**src/rtl/oam_dma_arbiter.sv**
```systemverilog
// oam_dma_arbiter: OAM DMA block-copy sequencer plus CPU/DMA arbiter for the shared bus.
// A CPU write to REG_ADDR starts a LEN-byte copy from {src_hi,8'h00} into OAM.
// Each byte takes a READ cycle (DMA owns the bus) and a WRITE cycle (OAM strobe).
// While a copy runs the CPU only reaches HRAM, and never during a DMA READ cycle.
// Optional feature macro: OAM_DMA_RESTART_EN -- a register write during a running
// copy reloads the source page and restarts the copy from index 0.
module oam_dma_arbiter #(
    parameter int          LEN         = 160,
    parameter int          START_DELAY = 1,
    parameter logic [15:0] REG_ADDR    = 16'hFF46,
    parameter logic [15:0] HRAM_LO     = 16'hFF80,
    parameter logic [15:0] HRAM_HI     = 16'hFFFE
) (
    input  logic        clk,
    input  logic        rst,
    input  logic [15:0] cpu_addr_i,
    input  logic [7:0]  cpu_wdata_i,
    input  logic        cpu_rd_i,
    input  logic        cpu_wr_i,
    output logic [7:0]  cpu_rdata_o,
    output logic        cpu_grant_o,
    output logic [15:0] bus_addr_o,
    output logic [7:0]  bus_wdata_o,
    output logic        bus_rd_o,
    output logic        bus_wr_o,
    input  logic [7:0]  bus_rdata_i,
    output logic [7:0]  oam_addr_o,
    output logic [7:0]  oam_wdata_o,
    output logic        oam_wr_o,
    output logic        dma_active_o
);

    typedef enum logic [1:0] {
        IDLE  = 2'd0,
        DELAY = 2'd1,
        READ  = 2'd2,
        WRITE = 2'd3
    } state_t;

    // One request on the shared bus, from whichever master owns it this cycle.
    typedef struct packed {
        logic [15:0] addr;
        logic [7:0]  wdata;
        logic        rd;
        logic        wr;
    } bus_req_t;

    // idx is 8 bits wide; LEN=256 makes IDX_LAST 8'hFF so idx wraps to 0 on completion.
    localparam logic [7:0] IDX_LAST = 8'(LEN - 1);
    localparam logic [3:0] DLY_LAST = 4'((START_DELAY > 0) ? START_DELAY - 1 : 0);
    localparam state_t     START_ST = (START_DELAY == 0) ? READ : DELAY;

    state_t     state_q, state_d;
    logic [7:0] idx_q,   idx_d;
    logic [7:0] src_q,   src_d;
    logic [3:0] dly_q,   dly_d;

    logic     is_reg;
    logic     reg_wr;
    logic     in_hram;
    logic     dma_active;
    logic     grant;
    bus_req_t bus;

    assign is_reg     = (cpu_addr_i == REG_ADDR);
    assign reg_wr     = cpu_wr_i && is_reg;
    assign in_hram    = (cpu_addr_i >= HRAM_LO) && (cpu_addr_i <= HRAM_HI);
    assign dma_active = (state_q != IDLE);

    // CPU is locked out of everything but HRAM while a copy runs, and out of HRAM
    // too during a DMA READ; nothing is granted while reset is held.
    assign grant = !rst && (!dma_active || (in_hram && (state_q != READ)));

    // Sequencer state registers; reset abandons any copy in flight.
    always_ff @(posedge clk or posedge rst) begin
        if (rst) begin
            state_q <= IDLE;
            idx_q   <= 8'h00;
            src_q   <= 8'h00;
            dly_q   <= 4'h0;
        end else begin
            state_q <= state_d;
            idx_q   <= idx_d;
            src_q   <= src_d;
            dly_q   <= dly_d;
        end
    end

    // Next-state logic: register write starts a copy, then READ/WRITE pairs per byte.
    always_comb begin
        state_d = state_q;
        idx_d   = idx_q;
        src_d   = src_q;
        dly_d   = dly_q;
        case (state_q)
            IDLE: begin
                if (reg_wr) begin
                    src_d   = cpu_wdata_i;
                    idx_d   = 8'h00;
                    dly_d   = 4'h0;
                    state_d = START_ST;
                end
            end
            DELAY: begin
                dly_d = dly_q + 4'h1;
                if (dly_q == DLY_LAST) begin
                    state_d = READ;
                end
            end
            READ: begin
                state_d = WRITE;
            end
            WRITE: begin
                idx_d = idx_q + 8'h01;
                if (idx_q == IDX_LAST) begin
                    idx_d   = 8'h00;
                    state_d = IDLE;
                end else begin
                    state_d = READ;
                end
            end
            default: begin
                state_d = IDLE;
            end
        endcase
`ifdef OAM_DMA_RESTART_EN
        // A register write mid-copy wins over the normal sequence; the WRITE strobe
        // driven this cycle is combinational from state_q, so that byte still lands.
        if (reg_wr && dma_active) begin
            src_d   = cpu_wdata_i;
            idx_d   = 8'h00;
            dly_d   = 4'h0;
            state_d = START_ST;
        end
`endif
    end

    // Bus mux, OAM strobe and CPU read data; everything forced to zero during reset.
    always_comb begin
        bus         = '0;
        oam_addr_o  = 8'h00;
        oam_wdata_o = 8'h00;
        oam_wr_o    = 1'b0;
        cpu_rdata_o = 8'h00;
        if (!rst) begin
            if (state_q == READ) begin
                bus.addr = {src_q, idx_q};
                bus.rd   = 1'b1;
            end else if (grant) begin
                // The DMA register is decoded here, so its accesses never go out.
                bus.addr  = cpu_addr_i;
                bus.wdata = cpu_wdata_i;
                bus.rd    = cpu_rd_i && !is_reg;
                bus.wr    = cpu_wr_i && !is_reg;
            end
            if (state_q == WRITE) begin
                oam_addr_o  = idx_q;
                oam_wdata_o = bus_rdata_i;
                oam_wr_o    = 1'b1;
            end
            if (is_reg) begin
                cpu_rdata_o = src_q;
            end else if (grant) begin
                cpu_rdata_o = bus_rdata_i;
            end else begin
                cpu_rdata_o = 8'hFF;
            end
        end
    end

    assign bus_addr_o   = bus.addr;
    assign bus_wdata_o  = bus.wdata;
    assign bus_rd_o     = bus.rd;
    assign bus_wr_o     = bus.wr;
    assign cpu_grant_o  = grant;
    assign dma_active_o = dma_active;

endmodule

```
**config.mk**
```make
export PLATFORM = sky130hd
export DESIGN_NAME = oam_dma_arbiter
export DESIGN_NICKNAME = d
export VERILOG_FILES = /design/src/rtl/oam_dma_arbiter.sv
export SDC_FILE = /design/constraint.sdc
export NUM_CORES = 1
export LEC_CHECK = 0
export BUFFER_PORTS_ARGS = -buffer_cell sky130_fd_sc_hd__buf_2
export CORE_MARGIN = 4
export CORE_UTILIZATION = 47
export DETAILED_ROUTE_END_ITERATION = 8
export GPL_TIMING_DRIVEN = 0
export PLACE_DENSITY = 0.78
export SLEW_MARGIN = 10
export SYNTH_ARGS = -nofsm -noshare
export SYNTH_HDL_FRONTEND = slang
export SYNTH_SLANG_ARGS = --single-unit
```
**constraint.sdc**
```tcl
create_clock -name clk -period 2.44 [get_ports clk]
set_input_delay 0.488 -clock clk [delete_from_list [all_inputs] [get_ports clk]]
set_output_delay 0.488 -clock clk [all_outputs]
set_load 0.01 [all_outputs]
```
After elaboration in Yosys (flattened, before gate mapping)
Cells that the tools add are included.
{ "word_totals": {"reg_bits": 22, "word_cells": 59, "output_inout_bits": 53} }
{ "classes": {"addsub": 2, "muxes": 24, "n_lt_le_gt_ge": 2, "n_reduce_logical": 19, "n_eq_ne": 8} }
{ "ops": {"columns": ["operator", "count"], "rows": [
  ["2-to-1 mux 8 bit", 10],
  ["2-to-1 mux 26 bit", 2],
  ["equality test 16 bit (second input constant)", 1],
  [">= comparator 16 bit (second input constant)", 1],
  ["<= comparator 16 bit (second input constant)", 1],
  ["2-to-1 mux 16 bit", 1],
  ["case mux 8 bit (2 select lines)", 1],
  ["adder 8 x 1 -> 8 bit (second input constant)", 1],
  ["equality test 8 bit (second input constant)", 1],
  ["case mux 2 bit (4 select lines)", 1],
  ["case mux 4 bit (2 select lines)", 1],
  ["AND reduction 2 bit", 4],
  ["logical AND 1 bit", 6],
  ["2-to-1 mux 2 bit", 3],
  ["!= test 2 bit (second input constant)", 3],
  ["nonzero test 2 bit", 3],
  ["adder 4 x 1 -> 4 bit (second input constant)", 1],
  ["equality test 2 bit (second input constant)", 2],
  ["logical NOT 4 bit", 1],
  ["2-to-1 mux 1 bit", 4],
  ["2-to-1 mux 4 bit", 1],
  ["logical NOT 1 bit", 3],
  ["equality test 2 x 1 -> 1 bit (second input constant)", 1],
  ["logical NOT 2 bit", 1],
  ["logical OR 1 bit", 1]
]} }

Longest topological paths before layout
Gate-level depths: netlist (run 1).
{ "depth": {"depth_word": 8, "mapped_depth": 6} }

Worst setup path after synthesis (run 1)
No wires, ideal clock.
{ "synth_path": {"path_kind": "input to output", "start": "input rst", "end": "output cpu_rdata_o[0]", "setup_slack_ns": 0.099, "stages": 4, "arrival_ns": 1.853, "cell_sequence": "inv_1 > clkbuf_1 > o21ai_0 > a21oi_1"} }
{ "synth_between": {"elab_chain_len": 5} }
{ "synth_rtl": {"columns": ["element", "line", "rtl"], "rows": [
  ["start, declared", "15", "input logic rst,"],
  ["logical NOT 1 bit", null, null],
  ["logical AND 1 bit", "72", "assign grant = !rst && (!dma_active || (in_hram && (state_q != READ)));"],
  ["2-to-1 mux 8 bit", "163", "end else if (grant) begin"],
  ["2-to-1 mux 8 bit", "161", "if (is_reg) begin"],
  ["2-to-1 mux 8 bit *", "145", "if (!rst) begin"],
  ["end, declared", "20", "output logic [7:0] cpu_rdata_o,"]
]} }
Every way passes the cells marked *; elsewhere a longest branch is shown, timed or not.

Final worst setup path (run 1)
{ "layout_path": {"start": "input cpu_addr_i[13]", "end": "output bus_wdata_o[6]"} }
{ "layout_between": {"elab_chain_len": 8} }
{ "layout_rtl": {"columns": ["element", "line", "rtl"], "rows": [
  ["start, declared", "16", "input logic [15:0] cpu_addr_i,"],
  [">= comparator 16 bit or <= comparator 16 bit (tied branches)", "67", "assign in_hram = (cpu_addr_i >= HRAM_LO) && (cpu_addr_i <= HRAM_HI);"],
  ["logical AND 1 bit *", "67", null],
  ["logical AND 1 bit *", "72", null],
  ["logical OR 1 bit *", "72", null],
  ["logical AND 1 bit *", "72", null],
  ["2-to-1 mux 26 bit *", "149", "end else if (grant) begin"],
  ["2-to-1 mux 8 bit *", "146", "if (state_q == READ) begin"],
  ["2-to-1 mux 26 bit *", "145", null],
  ["end, declared", "23", "output logic [7:0] bus_wdata_o,"]
]} }
Marked as above.

==> PnR_summary.wiki, run 1 <==
{| class="wikitable"
! Metric !! Value
|-
| Status || completed
|-
| Power density cells || 355.4 nW/um^2
|-
| Pre-CTS setup slack || 0.02200 ns
|-
| Chip Width || 71 um
|-
| Top_reg_cell synth || sky130_fd_sc_hd__dfrtp_1
|-
| Max-slew violations || 0
|-
| Cell Count Post-Placement || 365
|-
| Growth of design area from synthesis to finish || 32.53%
|-
| Cell type with the highest aggregate area in the netlist || sky130_fd_sc_hd__dfrtp_1
|-
| Post-layout worst setup margin || 0.08073 ns
|-
| Clock tree skew after final layout || 0.001162 ns
|-
| Congestion Overflow GR || 0
|-
| Wire length of the first global-routing pass || 9.363 mm
|-
| Hold Worst Slack || 0.4567 ns
|-
| Detail-routed net length per standard cell || 16.02 um
|-
| Synthesized instance count || 229
|-
| Largest delay contributor family on the critical path || simple AND/OR/NAND/NOR gates
|-
| Worst relative slew slack || 0.6640
|-
| Via total after detailed routing || 2101
|-
| Initial core utilization || 0.4983
|-
| Pin count of the biggest net entering global routing || 32
|-
| Endpoints failing hold || 0
|-
| Setup CP Type || in2out
|-
| Area after detailed placement || 2367 sq um
|-
| Count of inserted antenna diode cells || 0
|-
| Post-route DRC || 0
|-
| Post-synthesis async set-or-reset flop share || 1.000
|-
| Peak supply drop || 0.3581 mV
|-
| Global placement routability congestion || 0.8683
|-
| Worst-margin pin slew || 0.5021 ns
|-
| Crit path largest cell delay || 0.33 ns
|-
| Combined buffer and inverter count along the critical path || 3
|-
| Most common cell type on the critical path || sky130_fd_sc_hd__buf_2
|-
| Vias in the first global route || 1981
|-
| Flip-flop and latch count after synthesis || 22
|-
| Max Fclk || 423.9 MHz
|-
| Time the worst path needs with I/O delays and setup || 2.359 ns
|-
| Top-Level Pins || 89
|-
| Share of synthesized area occupied by flip-flops and latches || 0.2951
|-
| Site row count || 22
|-
| HPWL after detailed placement || 4.539 mm
|-
| Maximum number of buffers from clock root to sink || 2
|-
| Post-Layout Inst Area || 2472 sq um
|-
| Antenna violations before repair || 0
|-
| Largest cells by area after synthesis || sky130_fd_sc_hd__dfrtp_1 (30%), sky130_fd_sc_hd__mux2_2 (9.1%), sky130_fd_sc_hd__and3_1 (8.0%), sky130_fd_sc_hd__nor2_1 (5.8%), sky130_fd_sc_hd__a32o_1 (3.8%)
|-
| Total standard cell area after synthesis || 1866 sq um
|-
| Die span in y || 71 um
|-
| CTS tree || built
|-
| Net count of the mapped netlist || 268
|-
| Later-pin clock latency in the skew report || 0.27 ns
|-
| H-tree level count || 1
|-
| Ys Warns || 0
|-
| Finish-stage setup viols || 0
|-
| Commonest cells in the synthesized netlist || sky130_fd_sc_hd__nor2_1 (29), sky130_fd_sc_hd__and3_1 (24), sky130_fd_sc_hd__dfrtp_1 (22)
|-
| Post-Layout Cell Count || 371
|-
| Worst setup slack for register-to-register paths || 0.89 ns
|-
| Synth cell types || 41
|-
| Startpoint class of the critical path || input pin
|-
| Number of CTS-inserted buffers || 3
|-
| CTS clk-pin slew, worst paths || 0.08 ns
|-
| Post-synthesis area per instance || 8.146 sq um
|-
| Root buffer cell || sky130_fd_sc_hd__clkbuf_8
|-
| Nature of the critical path endpoint || output port
|-
| Core area || 3744 sq um
|-
| Top-count cell post-synth || sky130_fd_sc_hd__nor2_1
|-
| CP Cell Sequence || buf_2 > and4_1 > nand3_1 > o21ai_4 > clkbuf_4 > and3_1 > buf_2
|-
| Leakage power || 1.347 nW
|-
| Number of optimization iterations in the first detailed-route pass || 4
|-
| Post-CTS Hold Buffers || 0
|-
| Max cap viols || 0
|-
| Total die area || 5041 sq um
|-
| Clock tree sinks || 22
|-
| Post-Route WL || 5.943 mm
|-
| Largest fanout on the critical path || 10
|-
| Portion of synthesized cell area occupied by the leading cell type || 0.2951
|-
| Violation count after the first detailed-routing iteration || 99
|-
| Drt via density || 5.663
|-
| Period utilisation layout || 0.9669
|-
| Final TNS setup || 0 ns
|-
| Cell at the slowest stage of the critical path || sky130_fd_sc_hd__and4_1
|-
| Number of enable flip-flop cells after synthesis || 0
|-
| Total of buffers placed on input and output ports || 88
|-
| Required time of the critical path || 1.95 ns
|-
| Global router's overall resource usage || 0.2299
|-
| Final ANT Viol Nets || 0
|-
| CP Data Arrival Time || 1.87 ns
|-
| Share of layout cells above drive strength 1 || 0.3839
|-
| Final layout net count || 363
|-
| Type of the worst min-delay path || in2reg
|}
==> power breakdown <==
| group | switching [mW] | leakage [nW] | internal (mW) |
|---|---|---|---|
| Clock | 0.128 | 0.0357 | 0.219 |
| Sequential | 0.000777 | 0.250 | 0.365 |
| Combinational | 0.0933 | 1.06 | 0.0723 |
| Total | 0.222 | 1.35 | 0.657 |
==> per-layer routing <==
metal  share of wire  vias up  track usage
li1                -     1037            -
met1            0.42      958       0.3051
met2            0.49      100       0.3790
met3           0.085        6      0.04545
met4           0.011        0      0.06681
met5               0        -            0
==> cell families after synthesis <==
logic type,count (synthesis),share of synthesized area
multiplexers,16,0.09591
adder cells (fa/ha/maj),3,0.02012
flip-flops,22,0.2951
XOR/XNOR,4,0.01878
AND/OR/NAND/NOR,105,0.3192
AO/OA/AOI/OAI,56,0.1972
buffers and inverters,23,0.05365
==> cell type report <==
type / instances / area, sq um
fillers: 370 / 1271
repair buffers: 90 / 455.4
multi-input cells: 184 / 1225
clock buffers: 3 / 41.29
well taps: 48 / 60.06
inverters: 5 / 18.77
plain buffers: 18 / 91.34
flip-flops and latches: 22 / 550.5
clock inverters: 1 / 30.03
==> final timing paths <==
check                               startpoint             end  cells after the start
worst max-delay path            cpu_addr_i[13]  bus_wdata_o[6]                      7
worst min-delay path            cpu_wdata_i[3]        src_q[3]                      2
worst max register to register      state_q[0]        src_q[4]                      5
worst min register to register        dly_q[3]        dly_q[3]                      1
max in group asynchronous                  rst        dly_q[1]                      3
min in group asynchronous                  rst        src_q[5]                      3
==> flip-flops by register name, summed over array words and instances (netlist names) <==
signal and flops:
state_q 2, dly_q 4, src_q 8, idx_q 8
==> stage by stage <==
step / utilization / power [mW]
finish: 0.6604 / 0.8786
CTS: 0.6514 / 0.8805
floorplan: - / 0.4550
global placement: 0.6320 / 0.5344
detailed placement: 0.6324 / 0.5365
global route: 0.6604 / 0.9146
==> placed cells by master, fill, tap and decap left out, types with 9 or more instances in the layout <==
cell                       count
sky130_fd_sc_hd__buf_2        92
sky130_fd_sc_hd__nor2_1       28
sky130_fd_sc_hd__and3_1       24
sky130_fd_sc_hd__dfrtp_1      22
sky130_fd_sc_hd__mux2_2       15
sky130_fd_sc_hd__nand2_1      14
sky130_fd_sc_hd__o21ai_0      14
sky130_fd_sc_hd__a21oi_1      11
sky130_fd_sc_hd__nor2b_1      10
sky130_fd_sc_hd__a211oi_1      9
==> what timing repair did <==
action,CTS,global route
buffers inserted,0,2
gates resized for setup,0,10
setup endpoints to repair,0,21
endpoints found under the hold margin,0,0
Note: power is estimated with default switching activity, not from simulation.
==> inputs of run 2 (changes only) <==
--- a/config.mk
+++ b/config.mk
@@ -5,12 +5,12 @@
 export SDC_FILE = /design/constraint.sdc
 export NUM_CORES = 1
 export LEC_CHECK = 0
-export BUFFER_PORTS_ARGS = -buffer_cell sky130_fd_sc_hd__buf_2
 export CORE_MARGIN = 4
-export CORE_UTILIZATION = 47
+export CORE_UTILIZATION = 63
 export DETAILED_ROUTE_END_ITERATION = 8
+export DONT_BUFFER_PORTS = 1
 export GPL_TIMING_DRIVEN = 0
-export PLACE_DENSITY = 0.78
+export PLACE_DENSITY = 0.76
 export SLEW_MARGIN = 10
 export SYNTH_ARGS = -nofsm -noshare
 export SYNTH_HDL_FRONTEND = slang
==> PnR_summary.wiki, run 2 (synthesis gave the netlist of run 1 again) <==
{| class="wikitable"
! Metric !! Value
|-
| Status || completed
|-
| Startpoint class of the critical path || flip-flop
|-
| CTS tree || built
|-
| Vias in the first global route || 1851
|-
| Post-CTS sizing || 0
|-
| Clk network pwr share || 0.311
|-
| Most frequent cells in the layout || sky130_fd_sc_hd__nor2_1 (29), sky130_fd_sc_hd__and3_1 (24), sky130_fd_sc_hd__dfrtp_1 (22)
|-
| Count of inserted antenna diode cells || 0
|-
| Sequential Area || 550.5 sq um
|-
| Number of CTS-inserted buffers || 3
|-
| Registers with the most flip-flops || idx_q x8, src_q x8, dly_q x4
|-
| Fill count || 229
|-
| Total area of multi-input combinational cells || 1222 sq um
|-
| Post-layout util || 0.7018
|-
| Global router's overall resource usage || 0.2805
|-
| Most common cell after layout, fill and taps aside || sky130_fd_sc_hd__nor2_1
|-
| Endpoint of the most critical setup path || bus_wdata_o[7]
|-
| Worst setup slack for register-to-register paths || 0.82 ns
|-
| Max-slew violations || 0
|-
| Global placement routability congestion || 0.8882
|-
| Violation count after the first detailed-routing iteration || 178
|-
| Maximum number of buffers from clock root to sink || 2
|-
| Reg-to-reg critical path startpoint || state_q[0]
|-
| Root buffer cell || sky130_fd_sc_hd__clkbuf_4
|-
| Total die area || 3896 sq um
|-
| Initial core utilization || 0.6707
|-
| Max cap viols || 0
|-
| Period utilisation layout || 0.9509
|-
| Post-Route WL || 5.527 mm
|-
| Time the worst path needs with I/O delays and setup || 2.320 ns
|-
| Final ANT Viol Nets || 0
|-
| Post-route DRC || 0
|-
| Internal power summed over all cells || 0.4900 mW
|-
| Core area || 2781 sq um
|-
| Clock tree skew after final layout || 0.004529 ns
|-
| Wire length of the first global-routing pass || 9.011 mm
|-
| Via total after detailed routing || 1828
|-
| Endpoint of the lowest-slack register-to-register path || src_q[3]
|-
| CP Data Arrival Time || 1.83 ns
|-
| Site row count || 19
|-
| HPWL after detailed placement || 4.341 mm
|-
| Final TNS setup || 0 ns
|-
| Clock tree sinks || 22
|-
| Growth of design area from synthesis to finish || 4.628%
|-
| Die span in y || 62.42 um
|-
| Power density cells || 346.4 nW/um^2
|-
| Post-CTS Hold Buffers || 0
|-
| Unrepaired setup endpoints after global routing || true
|-
| Endpoints failing hold || 0
|-
| Share of layout cells above drive strength 1 || 0.1373
|-
| Worst relative slew slack || 0.5544
|-
| Depth of the most critical reg-to-reg path || 5
|-
| Largest fanout on the critical path || 10
|-
| CTS clk-pin slew, worst paths || 0.13 ns
|-
| Pin count of the biggest net entering global routing || 32
|-
| Number of optimization iterations in the first detailed-route pass || 4
|-
| Max Fclk || 431.0 MHz
|-
| Peak supply drop || 0.2598 mV
|-
| Top-Level Pins || 89
|-
| Power share of the sequential group || 0.541
|-
| Fraction of power spent switching nets || 0.2752
|-
| Launching instance or port of the critical path || state_q[0]
|-
| Proportion of power drawn by combinational gates || 0.147
|-
| Detail-routed net length per standard cell || 20.94 um
|-
| Worst hold stages || 1
|-
| Leakage power || 0.9140 nW
|-
| Setup CP Type || reg2out
|-
| Required time of the critical path || 1.95 ns
|-
| H-tree level count || 1
|-
| Total of buffers placed on input and output ports || 0
|-
| Final layout net count || 273
|-
| Drt via density || 6.924
|-
| Antenna violations before repair || 0
|-
| Congestion Overflow GR || 0
|-
| Type of the worst min-delay path || in2reg
|-
| Nature of the critical path endpoint || output port
|-
| Later-pin clock latency in the skew report || 0.31 ns
|-
| Worst-margin pin slew || 0.6684 ns
|-
| Chip Width || 62.42 um
|-
| Finish-stage setup viols || 0
|-
| Post-CTS setup repair buffer count || 0
|-
| Power spent charging and discharging nets || 0.1861 mW
|}
[run 2: cell types whose count changed in the layout (fill, tap and decap cells not counted)]
cell and delta:
sky130_fd_sc_hd__nor2_1 +1, sky130_fd_sc_hd__clkbuf_8 -2, sky130_fd_sc_hd__buf_2 -87, sky130_fd_sc_hd__bufinv_16 -1, sky130_fd_sc_hd__buf_4 -2, sky130_fd_sc_hd__nor2_2 -1, sky130_fd_sc_hd__clkbuf_4 +1, sky130_fd_sc_hd__clkbuf_1 +1
[run 2: layout make-up]
| cell class | count | area share |
|---|---|---|
| buffer | 18 | 0.04359 |
| clock buffer | 4 | 0.01859 |
| inverter | 5 | 0.009615 |
| multi-input combinational | 184 | 0.6263 |
| sequential | 22 | 0.2821 |
| tap | 31 | 0.01987 |
[run 2: stage by stage]
stage | hold WS (ns) | std cells | worst slack [ns] | total power [mW] | cell area (sq um)
2_1_floorplan | 0.4586 | 229 | 0.09876 | 0.4550 | 1866
3_3_place_gp | 0.4794 | 260 | -0.3511 | 0.4703 | 1904
3_5_place_dp | 0.4993 | 260 | 0.1823 | 0.4723 | 1906
4_1_cts | 0.3096 | 264 | 0.03471 | 0.6765 | 1942
5_1_grt | 0.2871 | 264 | -0.003743 | 0.7103 | 1952
6_report | 0.3134 | 264 | 0.1198 | 0.6761 | 1952
[run 2: worst max-delay path, cell delays in order (launching register included)]
cell	delay [ns]
sky130_fd_sc_hd__dfrtp_1	0.39
sky130_fd_sc_hd__buf_2	0.19
sky130_fd_sc_hd__nor2_1	0.15
sky130_fd_sc_hd__inv_1	0.16
sky130_fd_sc_hd__o21ai_4	0.14
sky130_fd_sc_hd__buf_2	0.24
sky130_fd_sc_hd__and3_1	0.24
[run 2: worst min-delay path by stage]
stage,from,to,slack (ns)
after floorplan,dly_q[3],dly_q[3],0.46
after global placement,dly_q[3],dly_q[3],0.48
after detailed placement,dly_q[3],dly_q[3],0.50
after CTS,cpu_wdata_i[2],src_q[2],0.31
after global routing,cpu_wdata_i[0],src_q[0],0.29
final,cpu_wdata_i[4],src_q[4],0.31
[run 2: power by group through the flow]
stage	registers, mW	clock network [mW]	logic, mW
after global routing	0.366	0.234	0.110
after floorplan	0.373	0	0.0823
after CTS	0.366	0.211	0.0996
after global placement	0.373	0	0.0974
after detailed placement	0.373	0	0.0993
final	0.366	0.211	0.0995
[run 2: per-layer routing]
metal	global-route usage	wire, um	part of all wire	vias to the layer above
met1	0.3276	1969	0.36	866
li1	-	-	-	846
met5	0	0	0	-
met2	0.4922	2951	0.53	106
met4	0.1114	90	0.016	0
met3	0.06295	516	0.093	10
